<file path="src/rtl/frame_stream_pkg.sv">
// Shared types and constants for the frame stream switch.
package frame_stream_pkg;

    typedef enum logic {
        SEARCH = 1'b0,
        STREAM = 1'b1
    } fss_state_e;

    localparam int DEFAULT_NUM_PIXELS = 320 * 240;
    localparam int DEFAULT_DATA_WIDTH = 12;

    function automatic int pixel_count_width(input int num_pixels);
        return $clog2(num_pixels + 1);
    endfunction

endpackage

</file>
<file path="src/rtl/frame_stream_switch_checker.sv">
// frame_length_checker: pixel counter and frame-length error detection for accepted beats.
module frame_length_checker
    import frame_stream_pkg::*;
#(
    parameter int NUM_PIXELS = DEFAULT_NUM_PIXELS
) (
    input  logic clk,
    input  logic reset,
    input  logic in_search,
    input  logic beat_acc,
    input  logic beat_sop,
    input  logic beat_eop,
    output logic frame_done,
    output logic length_error,
    output logic to_search
);

    localparam int CW = pixel_count_width(NUM_PIXELS);
    localparam logic [CW-1:0] LAST_IDX = CW'(NUM_PIXELS - 1);

    logic [CW-1:0] count_q;
    logic [CW-1:0] count_d;
    logic [CW-1:0] beat_idx_s;
    logic          sop_err_s;

    // An SOP beat always restarts indexing at 0, even mid-frame.
    always_comb begin
        frame_done   = 1'b0;
        length_error = 1'b0;
        to_search    = in_search;
        count_d      = count_q;
        sop_err_s    = beat_sop & ~in_search;
        beat_idx_s   = beat_sop ? {CW{1'b0}} : count_q;
        if (beat_acc) begin
            if (beat_eop) begin
                frame_done   = 1'b1;
                length_error = sop_err_s | (beat_idx_s != LAST_IDX);
                to_search    = 1'b1;
                count_d      = {CW{1'b0}};
            end else if (beat_idx_s == LAST_IDX) begin
                length_error = 1'b1;
                to_search    = 1'b1;
                count_d      = {CW{1'b0}};
            end else begin
                length_error = sop_err_s;
                to_search    = 1'b0;
                count_d      = beat_idx_s + CW'(1);
            end
        end else begin
            count_d = count_q;
        end
    end

    // Pixel counter register.
    always_ff @(posedge clk) begin
        if (!reset) begin
            count_q <= {CW{1'b0}};
        end else begin
            count_q <= count_d;
        end
    end

endmodule

</file>
<file path="src/rtl/frame_stream_switch.sv">
// Frame-aligned N:1 stream switch; source changes only take effect between frames.
// Define FRAME_SWITCH_DRAIN_EN to drain (rather than stall) non-active sources.
module frame_stream_switch
    import frame_stream_pkg::*;
#(
    parameter int NUM_PIXELS  = DEFAULT_NUM_PIXELS,
    parameter int DATA_WIDTH  = DEFAULT_DATA_WIDTH,
    parameter int NUM_SOURCES = 2
) (
    input  logic                                   clk,
    input  logic                                   reset,
    input  logic [$clog2(NUM_SOURCES)-1:0]         sel,
    input  logic [NUM_SOURCES-1:0][DATA_WIDTH-1:0] src_data,
    input  logic [NUM_SOURCES-1:0]                 src_valid,
    input  logic [NUM_SOURCES-1:0]                 src_startofpacket,
    input  logic [NUM_SOURCES-1:0]                 src_endofpacket,
    output logic [NUM_SOURCES-1:0]                 src_ready,
    output logic [DATA_WIDTH-1:0]                  data,
    output logic                                   valid,
    output logic                                   startofpacket,
    output logic                                   endofpacket,
    input  logic                                   ready,
    output logic [$clog2(NUM_SOURCES)-1:0]         active_src,
    output logic                                   frame_done,
    output logic                                   length_error
);

    localparam int SW = $clog2(NUM_SOURCES);
`ifdef FRAME_SWITCH_DRAIN_EN
    localparam logic IDLE_READY = 1'b1;
`else
    localparam logic IDLE_READY = 1'b0;
`endif

    fss_state_e    state_q;
    fss_state_e    state_d;
    logic [SW-1:0] active_src_q;
    logic [SW-1:0] active_src_d;
    logic          src_valid_s;
    logic          src_sop_s;
    logic          src_eop_s;
    logic          fwd_s;
    logic          acc_s;
    logic          to_search_s;

    // Zero-latency mux; in SEARCH only SOP beats pass, the rest are swallowed.
    always_comb begin
        src_valid_s   = src_valid[active_src_q];
        src_sop_s     = src_startofpacket[active_src_q];
        src_eop_s     = src_endofpacket[active_src_q];
        fwd_s         = (state_q == STREAM) | src_sop_s;
        valid         = reset & src_valid_s & fwd_s;
        data          = reset ? src_data[active_src_q] : {DATA_WIDTH{1'b0}};
        startofpacket = valid & src_sop_s;
        endofpacket   = valid & src_eop_s;
        acc_s         = valid & ready;
        src_ready     = {NUM_SOURCES{1'b0}};
        for (int i = 0; i < NUM_SOURCES; i++) begin
            if (!reset) begin
                src_ready[i] = 1'b0;
            end else if (SW'(i) == active_src_q) begin
                src_ready[i] = fwd_s ? ready : 1'b1;
            end else begin
                src_ready[i] = IDLE_READY;
            end
        end
    end

    frame_length_checker #(
        .NUM_PIXELS (NUM_PIXELS)
    ) u_checker (
        .clk          (clk),
        .reset        (reset),
        .in_search    (state_q == SEARCH),
        .beat_acc     (acc_s),
        .beat_sop     (src_sop_s),
        .beat_eop     (src_eop_s),
        .frame_done   (frame_done),
        .length_error (length_error),
        .to_search    (to_search_s)
    );

    // Source selection tracks sel in SEARCH but is held from the SOP handshake onward.
    always_comb begin
        state_d      = state_q;
        active_src_d = active_src_q;
        case (state_q)
            SEARCH: begin
                if (acc_s && !to_search_s) begin
                    state_d      = STREAM;
                    active_src_d = active_src_q;
                end else begin
                    state_d      = SEARCH;
                    active_src_d = sel;
                end
            end
            STREAM: begin
                if (acc_s && to_search_s) begin
                    state_d = SEARCH;
                end else begin
                    state_d = STREAM;
                end
                active_src_d = active_src_q;
            end
            default: begin
                state_d      = SEARCH;
                active_src_d = {SW{1'b0}};
            end
        endcase
    end

    // FSM state and owning-source registers.
    always_ff @(posedge clk) begin
        if (!reset) begin
            state_q      <= SEARCH;
            active_src_q <= {SW{1'b0}};
        end else begin
            state_q      <= state_d;
            active_src_q <= active_src_d;
        end
    end

    assign active_src = active_src_q;

endmodule

</file>
<file path="config.mk">
export PLATFORM = sky130hd
export DESIGN_NAME = frame_stream_switch
export DESIGN_NICKNAME = d
export VERILOG_FILES = /design/src/rtl/frame_stream_pkg.sv /design/src/rtl/frame_stream_switch_checker.sv /design/src/rtl/frame_stream_switch.sv
export SDC_FILE = /design/constraint.sdc
export NUM_CORES = 1
export LEC_CHECK = 0
export BUFFER_PORTS_ARGS = -buffer_cell sky130_fd_sc_hd__buf_2
export CORE_ASPECT_RATIO = 1.25
export CORE_MARGIN = 3
export CORE_UTILIZATION = 43
export DETAILED_ROUTE_END_ITERATION = 10
export PLACE_DENSITY = 0.71
export SLEW_MARGIN = 20
export SYNTH_ARGS = -nofsm -noshare
export SYNTH_HDL_FRONTEND = slang
export SYNTH_SLANG_ARGS = --single-unit
</file>
<file path="constraint.sdc">
create_clock -name clk -period 6 [get_ports clk]
set_input_delay 1.8 -clock clk [delete_from_list [all_inputs] [get_ports clk]]
set_output_delay 1.8 -clock clk [all_outputs]
set_load 0.01 [all_outputs]
</file>
==> impl_metrics.csv, run 1 <==
group,metric,value,unit
cells_and_area,fin_util,0.573,
clock_network,cts-buffers-inserted,3,
detailed_routing,first_iter_violations,46,
clock_network,htree_num_levels,1,
status,status,"finished clean",
timing,max_freq,181,MHz
clock_network,cts_hold_buf,0,
setup_path,cp-startpoint,"src_startofpacket[1]",
detailed_routing,routed_wl,3850,µm
timing,rsz0062_at_grt,"no",
global_route,grt_max_degree,30,
clock_network,post_cts_buffers,0,
global_route,grt.total_usage,0.191,
placed_design,routabilityCongestion,0.860,
floorplan,dieWidth,58.0,µm
hold_path,hold_class,"flop to flop",
cells_and_area,n_antenna_cell,0,
synthesis,yosysTopAreaCell,"dfxtp_1",
clock_network,cts_root_buffer,"clkbuf_4",
hold_path,holdCritStartpoint,"u_checker.count_q[7]$_SDFFE_PN0N_",
flow_run,drv_cap,0,
floorplan,start_util,0.471,
setup_path,worstSetupPathType,"primary input to output pin",
detailed_routing,drc,0,
floorplan,rows,22,
setup_path,cp-start-kind,"primary input",
global_route,grt_pass1_vias,1529,
synthesis,async_flop_share,0,
clock_network,post_cts_resized,0,
timing,hold_ws,504,ps
synthesis,synth-edff-count,0,
synthesis,synth_most_common_cell,"nand2_1",
cells_and_area,stdcell_count,276,
clock_network,clock_sinks,19,
synthesis,netlist_area,1450,µm²
synthesis,syn-instance-count,192,
detailed_routing,viasPerCell,5.83,
detailed_routing,ant_nets,0,
timing,hold_viol,0,
timing,worst_clock_skew,2.87,ps
detailed_routing,wl_per_cell,13.9,µm
global_route,grt.overflow.total,0,
synthesis,yosysWarnings,0,
power,power.density,148,nW/µm²
placed_design,place_area,1740,µm²
timing,setup_viol_count_final,0,
global_route,antenna_found_initial,0,
floorplan,dieArea,4120,µm²
synthesis,syn_nets,228,
cells_and_area,fill_cells,308,
power,p_leak,0.727,nW
setup_path,crit_arrival,3730,ps
placed_design,hpwlAfterDp,2850,µm
timing,setup_tns,0,ps
cells_and_area,finish.instance_area,1770,µm²
synthesis,syn_avg_cell_area,7.57,µm²
timing,maxSlewViolCount,0,
placed_design,port_buffers,53,
synthesis,synth-seq-area-share,0.262,
cells_and_area,regArea,380,µm²
clock_network,clk_pin_slew_worst_paths,110,ps
global_route,grt_pass1_wl,6470,µm
placed_design,post-place-cells,272,
power,ir_worst_vdd,0.0000925,V
synthesis,synth_ff_type,"dfxtp_1",
detailed_routing,firstDrtPassIters,4,
clock_network,tritoncts,"built",
setup_path,cp.required,4200,ps
clock_network,insertion_delay,310,ps
timing,worst_pin_slew,831,ps
cells_and_area,drive_above_1_share,0.283,
setup_path,endpoint_kind,"output pin",
setup_path,crit_fanout,4,
clock_network,clock_path_buffers,2,
floorplan,boundaryPins,54,
synthesis,synthTopCellsByArea,"dfxtp_1 (26%), mux2i_1 (10%), nor2b_1 (6.0%)",
synthesis,netlist_top_cells_count,"nand2_1 (20), dfxtp_1 (19), mux2i_1 (15), nand3_1 (15), nor2b_1 (14)",
synthesis,yosysTopAreaCellShare,0.262,
cells_and_area,syn2layout_area_growth,21.5,%
synthesis,ys_ff_latch,19,
cells_and_area,multi_input_area,991,µm²
detailed_routing,route.vias.total,1608,
setup_path,worstReg2RegStart,"active_src$_SDFFE_PN0P_",
timing,fin_crit_sh,0.921,
floorplan,coreArea,3080,µm²
timing,slew_headroom,0.438,
floorplan,die_y,71.0,µm
timing,period_minus_slack,5530,ps
synthesis,yosysUniqueCellTypes,48,
cells_and_area,nNetsFinal,277,
per-stage QoR:
stage,power [mW],worst slack [ps]
6_report,0.262,472
5_1_grt,0.275,299
4_1_cts,0.263,445
3_5_place_dp,0.196,439
3_3_place_gp,0.196,536
2_1_floorplan,0.170,295
layer usage:
layer  vias up  wire length [µm]  part of all wire  track usage
met1       745              1750              0.46        0.231
met3         5               192             0.050       0.0164
met4         0                61             0.016       0.0722
li1        801                 -                 -            -
met2        57              1840              0.48        0.343
met5         -                 0                 0            0
critical path, stage by stage:
cell and delay (ps):
buf_2 110, mux2i_1 290, and2_1 200, ha_1 220, nand3_1 150, nor4_2 270
nand2_1 90, ha_1 310, a21oi_1 110, nor2_1 50, buf_2 140
logic make-up (layout without fill, tap and decap cells):
| logic type | count (synthesis) | after routing | synth area share |
|---|---|---|---|
| AOI/OAI and AO/OA | 42 | 42 | 0.196 |
| adders and majority gates | 2 | 2 | 0.0172 |
| buffers and inverters | 19 | 67 | 0.0560 |
| DFF | 19 | 19 | 0.262 |
| and+or+nand+nor | 92 | 92 | 0.339 |
| muxes | 18 | 18 | 0.129 |
cell type report:
type	count	area share
Clock buffer	3	0.0128
Clock inverter	1	0.00283
Inverter	5	0.0106
Multi-Input combinational cell	154	0.561
Sequential cell	19	0.215
Tap cell	36	0.0255
Timing Repair Buffer	58	0.172
registers in the layout, summed over array words and instances, names as in the netlist:
name               flops
active_src             1
u_checker.count_q     17
state_q                1
where the power goes:
group	internal (mW)	switching [mW]
registers	0.127	0.000738
logic	0.0292	0.0364
clock network	0.0250	0.0436
worst paths after layout:
kind / end / slack, ps / depth (start not counted)
worst max-delay path: length_error / 470 / 11
worst min register to register: u_checker.count_q[7]$_SDFFE_PN0N_ / 500 / 1
worst min-delay path: u_checker.count_q[7]$_SDFFE_PN0N_ / 500 / 1
worst max register to register: u_checker.count_q[14]$_SDFFE_PN0N_ / 3280 / 10
layout by cell type (no fill, tap or decap), types with 3 or more instances in the layout:
cell type / instances
nor2b_1: 14
and3_1: 3
a31oi_1: 8
nand2_1: 20
and2_1: 3
nor4_1: 3
nand4_1: 7
a21oi_1: 11
dfxtp_1: 19
mux2i_1: 15
nand3_1: 15
buf_4: 5
inv_1: 5
nor2_1: 13
buf_2: 53
clkbuf_4: 3
a21boi_0: 5
Note: power is estimated with default switching activity, not from simulation.
==> inputs of run 2 (changes only) <==
CTS_CLUSTER_SIZE = 8   (was default)
REMOVE_ABC_BUFFERS = 1   (was default)
==> run 2 against run 1 <==
  * Global-route usage is 0.11 points higher
  * Via count up 0.25%
  * Sequential cell count stayed put
  * Clock skew shrank 1.3 ps
  * First-iteration DRC count rose by 65%
  * Highest routed layer unchanged
  * Clock-buffer cell count did not move
  * Register-to-register slack got worse by 40 ps
  * Critical path type unchanged
==> impl_metrics.csv, run 2 (synthesis gave the netlist of run 1 again) <==
group,metric,value,unit
timing,worst_clock_skew,1.59,ps
timing,maxSlewViolCount,0,
clock_network,clock_path_buffers,2,
power,p_total,0.261,mW
timing,max_freq,178,MHz
global_route,grt_pass1_vias,1571,
detailed_routing,routed_wl,3810,µm
detailed_routing,route.vias.total,1612,
setup_path,worstReg2RegStart,"active_src$_SDFFE_PN0P_",
power,p_leak,0.727,nW
clock_network,clk_pin_slew_worst_paths,110,ps
detailed_routing,first_iter_violations,76,
cells_and_area,layout_common_cells,"buf_2 (53), nand2_1 (20), dfxtp_1 (19)",
cells_and_area,largest_reg_flops,17,
clock_network,htree_num_levels,1,
floorplan,die_y,71.0,µm
cells_and_area,drive_above_1_share,0.283,
detailed_routing,drc,0,
cells_and_area,nNetsFinal,277,
global_route,grt_max_degree,30,
clock_network,cts-buffers-inserted,3,
timing,worst_pin_slew,880,ps
power,power.density,148,nW/µm²
placed_design,hpwlAfterDp,2830,µm
timing,hold_viol,0,
cells_and_area,n_antenna_cell,0,
floorplan,boundaryPins,54,
floorplan,rows,22,
floorplan,dieArea,4120,µm²
detailed_routing,viasPerCell,5.84,
placed_design,place_area,1740,µm²
setup_path,cp.required,4200,ps
floorplan,dieWidth,58.0,µm
clock_network,cts_hold_buf,0,
timing,setup_tns,0,ps
setup_path,endpoint_kind,"output pin",
cells_and_area,regMostFlops,"u_checker.count_q",
floorplan,coreArea,3080,µm²
setup_path,crit_arrival,3810,ps
clock_network,tritoncts,"built",
cells_and_area,final_common_cell,"buf_2",
clock_network,clock_sinks,19,
clock_network,post_cts_buffers,0,
timing,period_minus_slack,5610,ps
flow_run,drv_cap,0,
setup_path,r2r_setup_slack,3240,ps
power,ir_worst_vdd,0.0000970,V
detailed_routing,wl_per_cell,13.8,µm
setup_path,reg2reg_depth,12,
cells_and_area,fill_cells,319,
setup_path,crit_fanout,5,
placed_design,routabilityCongestion,0.838,
timing,rsz0062_at_grt,"no",
global_route,grt.overflow.total,0,
placed_design,port_buffers,53,
timing,slew_headroom,0.413,
hold_path,min_to,"u_checker.count_q[15]$_SDFFE_PN0N_",
hold_path,hold_depth,2,
detailed_routing,ant_nets,0,
cells_and_area,syn2layout_area_growth,21.5,%
hold_path,holdCritStartpoint,"u_checker.count_q[15]$_SDFFE_PN0N_",
setup_path,worstReg2RegEnd,"active_src$_SDFFE_PN0P_",
global_route,grt.total_usage,0.192,
global_route,grt_pass1_wl,6460,µm
clock_network,insertion_delay,300,ps
clock_network,post_cts_resized,0,
global_route,antenna_found_initial,0,
setup_path,cp-start-kind,"primary input",
clock_network,cts_root_buffer,"clkbuf_4",
status,status,"finished clean",
setup_path,worstSetupPathType,"primary input to output pin",
floorplan,start_util,0.471,
timing,fin_crit_sh,0.935,
timing,setup_viol_count_final,0,
detailed_routing,firstDrtPassIters,4,
timing,hold_ws,499,ps
hold_path,hold_class,"flop to flop",
cells_and_area,finish.instance_area,1770,µm²
[run 2: cell counts in the layout (fill, tap and decap cells not counted)]
Identical to the previous run, type by type.
[run 2: worst max-delay path by stage]
stage	startpoint	endpoint	slack, ps	cells past startpoint
6_report	src_startofpacket[1]	length_error	390	12
3_5_place_dp	src_startofpacket[1]	length_error	390	12
2_1_floorplan	src_startofpacket[1]	length_error	210	9
5_1_grt	src_startofpacket[1]	length_error	140	12
4_1_cts	src_startofpacket[1]	length_error	380	12
3_3_place_gp	src_startofpacket[1]	length_error	430	12
[run 2: critical path, stage by stage]
cell and delay (ps):
buf_2 120, mux2i_1 250, and2_1 200, ha_1 220
nand3_1 150, nor4_2 230, buf_4 170, nand2_1 50
ha_1 310, a21oi_1 110, nor2_1 50, buf_2 150
[run 2: per-stage QoR]
stage               setup slack (ps)   util  std cells
floorplan                        208      -        178
detailed placement               388  0.564        272
finish                           389  0.573        276
CTS                              375  0.573        276
global placement                 433  0.564        272
global route                     144  0.573        276
[run 2: cell type report]
type                    instances  area, µm²  area share
multi-input cells             154        991       0.561
flip-flops and latches         19        380       0.215
repair buffers                 58        303       0.172
well taps                      36       45.0      0.0255
clock buffers                   3       22.5      0.0128
inverters                       5       18.8      0.0106
clock inverters                 1       5.00     0.00283
[run 2: metal layers]
| metal | share of wire | wire, µm | track usage | vias to the layer above |
|---|---|---|---|---|
| met3 | 0.066 | 250 | 0.0274 | 6 |
| met5 | 0 | 0 | 0 | - |
| li1 | - | - | - | 804 |
| met4 | 0.017 | 65 | 0.0902 | 0 |
| met1 | 0.44 | 1690 | 0.236 | 726 |
| met2 | 0.47 | 1810 | 0.324 | 76 |
[run 2: power by group]
group          switching (mW)  leakage (nW)  internal, mW
clock                  0.0427        0.0177        0.0248
sequential           0.000696         0.153         0.127
combinational          0.0369         0.556        0.0292
==> inputs of run 3 (changes only) <==
BUFFER_PORTS_ARGS = default   (was -buffer_cell sky130_fd_sc_hd__buf_2)
DONT_BUFFER_PORTS = 1   (was default)
PLACE_DENSITY = default   (was 0.71)
==> run 3 against run 2 <==
  * Clock-buffer cell count is 1 higher
  * Sequential share of layout area is 3.8 points higher
  * Wire length is 4.5% lower
  * Sequential cell count stayed put
  * Critical endpoint unchanged
  * Core utilization is 8.6 points lower
  * Final cell count is 19% lower
  * Clock skew is 8.8 ps higher
  * Final area is 15% lower
  * Critical path type unchanged
  * Non-clock buffer count is 53 lower
  * Maximum frequency is 3.2% higher
==> impl_metrics.csv, run 3 (synthesis gave the netlist of run 1 again) <==
group,metric,value,unit
setup_path,cp-startpoint,"src_startofpacket[1]",
setup_path,cp-start-kind,"primary input",
clock_network,post_cts_resized,0,
cells_and_area,final_common_cell,"nand2_1",
setup_path,r2r_setup_slack,3230,ps
placed_design,port_buffers,0,
cells_and_area,regMostFlops,"u_checker.count_q",
timing,maxSlewViolCount,0,
cells_and_area,largest_reg_flops,17,
detailed_routing,routed_wl,3640,µm
timing,hold_ws,498,ps
detailed_routing,firstDrtPassIters,4,
setup_path,endpoint_kind,"output pin",
power,p_leak,0.496,nW
timing,setup_tns,0,ps
global_route,grt.overflow.total,0,
detailed_routing,wl_per_cell,16.3,µm
setup_path,worstReg2RegEnd,"active_src$_SDFFE_PN0P_",
power,combPwrFrac,0.192,
floorplan,dieArea,4120,µm²
power,switching_share,0.300,
clock_network,insertion_delay,310,ps
clock_network,post_cts_buffers,0,
placed_design,post-place-ws,534,ps
timing,hold_viol,0,
power,ir_worst_vdd,0.0000879,V
clock_network,htree_num_levels,1,
setup_path,worstSetupPathType,"primary input to output pin",
placed_design,routabilityCongestion,0.858,
timing,max_freq,184,MHz
cells_and_area,fill_cells,315,
global_route,grt_pass1_vias,1328,
cells_and_area,layout_common_cells,"nand2_1 (20), dfxtp_1 (19), mux2i_1 (15), nand3_1 (15), nor2b_1 (14)",
timing,rsz0062_at_grt,"no",
placed_design,place_area,1470,µm²
timing,setup_slack,560,ps
detailed_routing,first_iter_violations,52,
timing,period_minus_slack,5440,ps
timing,worst_clock_skew,10.4,ps
timing,fin_crit_sh,0.907,
setup_path,worstReg2RegStart,"active_src$_SDFFE_PN0P_",
setup_path,crit_fanout,5,
floorplan,rows,22,
setup_path,cp-endpoint,"length_error",
global_route,grt_max_degree,30,
clock_network,cts-buffers-inserted,3,
cells_and_area,syn2layout_area_growth,3.19,%
detailed_routing,viasPerCell,6.50,
cells_and_area,drive_above_1_share,0.0749,
status,status,"finished clean",
clock_network,clk_pin_slew_worst_paths,120,ps
floorplan,dieWidth,58.0,µm
hold_path,hold_depth,1,
setup_path,crit_arrival,3640,ps
global_route,antenna_found_initial,0,
cells_and_area,nNetsFinal,224,
cells_and_area,finish.instance_area,1500,µm²
clock_network,clock_sinks,19,
hold_path,hold_class,"flop to flop",
flow_run,drv_cap,0,
power,clockPowerShare,0.282,
timing,slew_headroom,0.434,
setup_path,cp.required,4200,ps
clock_network,tritoncts,"built",
timing,setup_viol_count_final,0,
power,p_sw,0.0728,mW
floorplan,die_y,71.0,µm
detailed_routing,route.vias.total,1450,
cells_and_area,n_antenna_cell,0,
global_route,grt.total_usage,0.181,
placed_design,hpwlAfterDp,2680,µm
global_route,grt_pass1_wl,6010,µm
clock_network,cts_hold_buf,0,
power,intPower,0.170,mW
clock_network,cts_root_buffer,"clkbuf_4",
floorplan,start_util,0.471,
power,power.density,162,nW/µm²
setup_path,reg2reg_depth,12,
power,seq_power_share,0.526,
floorplan,coreArea,3080,µm²
clock_network,clock_path_buffers,2,
timing,worst_pin_slew,849,ps
detailed_routing,ant_nets,0,
floorplan,boundaryPins,54,
detailed_routing,drc,0,
## run 3: metrics by stage
step	utilization	instances	power (mW)
3_5_place_dp	0.478	219	0.177
2_1_floorplan	-	178	0.167
6_report	0.486	223	0.243
3_3_place_gp	0.478	219	0.177
4_1_cts	0.486	223	0.242
5_1_grt	0.486	223	0.253
## run 3: layer usage
metal,wire [µm],up-vias,track usage
met5,0,-,0
met3,360,5,0.0401
met1,1610,670,0.236
li1,-,697,-
met4,52,0,0.0722
met2,1620,78,0.286
## run 3: cell type report
type                       count  area, µm²  area share
clock buffer                   4       26.3      0.0175
multi-input combinational    154        991       0.661
timing repair buffer           5       37.5      0.0250
inverter                       5       18.8      0.0125
sequential                    19        380       0.254
tap                           36       45.0      0.0301
## run 3: worst min-delay path by stage
stage	start	end	slack, ps
4_1_cts	u_checker.count_q[15]$_SDFFE_PN0N_	u_checker.count_q[15]$_SDFFE_PN0N_	500
2_1_floorplan	u_checker.count_q[7]$_SDFFE_PN0N_	u_checker.count_q[7]$_SDFFE_PN0N_	440
3_5_place_dp	u_checker.count_q[7]$_SDFFE_PN0N_	u_checker.count_q[7]$_SDFFE_PN0N_	480
6_report	u_checker.count_q[7]$_SDFFE_PN0N_	u_checker.count_q[7]$_SDFFE_PN0N_	500
5_1_grt	u_checker.count_q[15]$_SDFFE_PN0N_	u_checker.count_q[15]$_SDFFE_PN0N_	530
3_3_place_gp	u_checker.count_q[7]$_SDFFE_PN0N_	u_checker.count_q[7]$_SDFFE_PN0N_	460
## run 3: critical path, stage by stage
cell and delay (ps):
mux2i_1 260, and2_1 200, ha_1 220, nand3_1 150, nor4_2 240, buf_4 180
nand2_1 60, ha_1 310, a21oi_1 40, nor2_1 200
## run 3: power by group through the flow
stage          clock (mW)  combinational [mW]  sequential [mW]
2_1_floorplan           0              0.0333            0.133
3_3_place_gp            0              0.0462            0.130
3_5_place_dp            0              0.0465            0.130
4_1_cts            0.0678              0.0468            0.128
5_1_grt            0.0732              0.0516            0.128
6_report           0.0684              0.0466            0.128
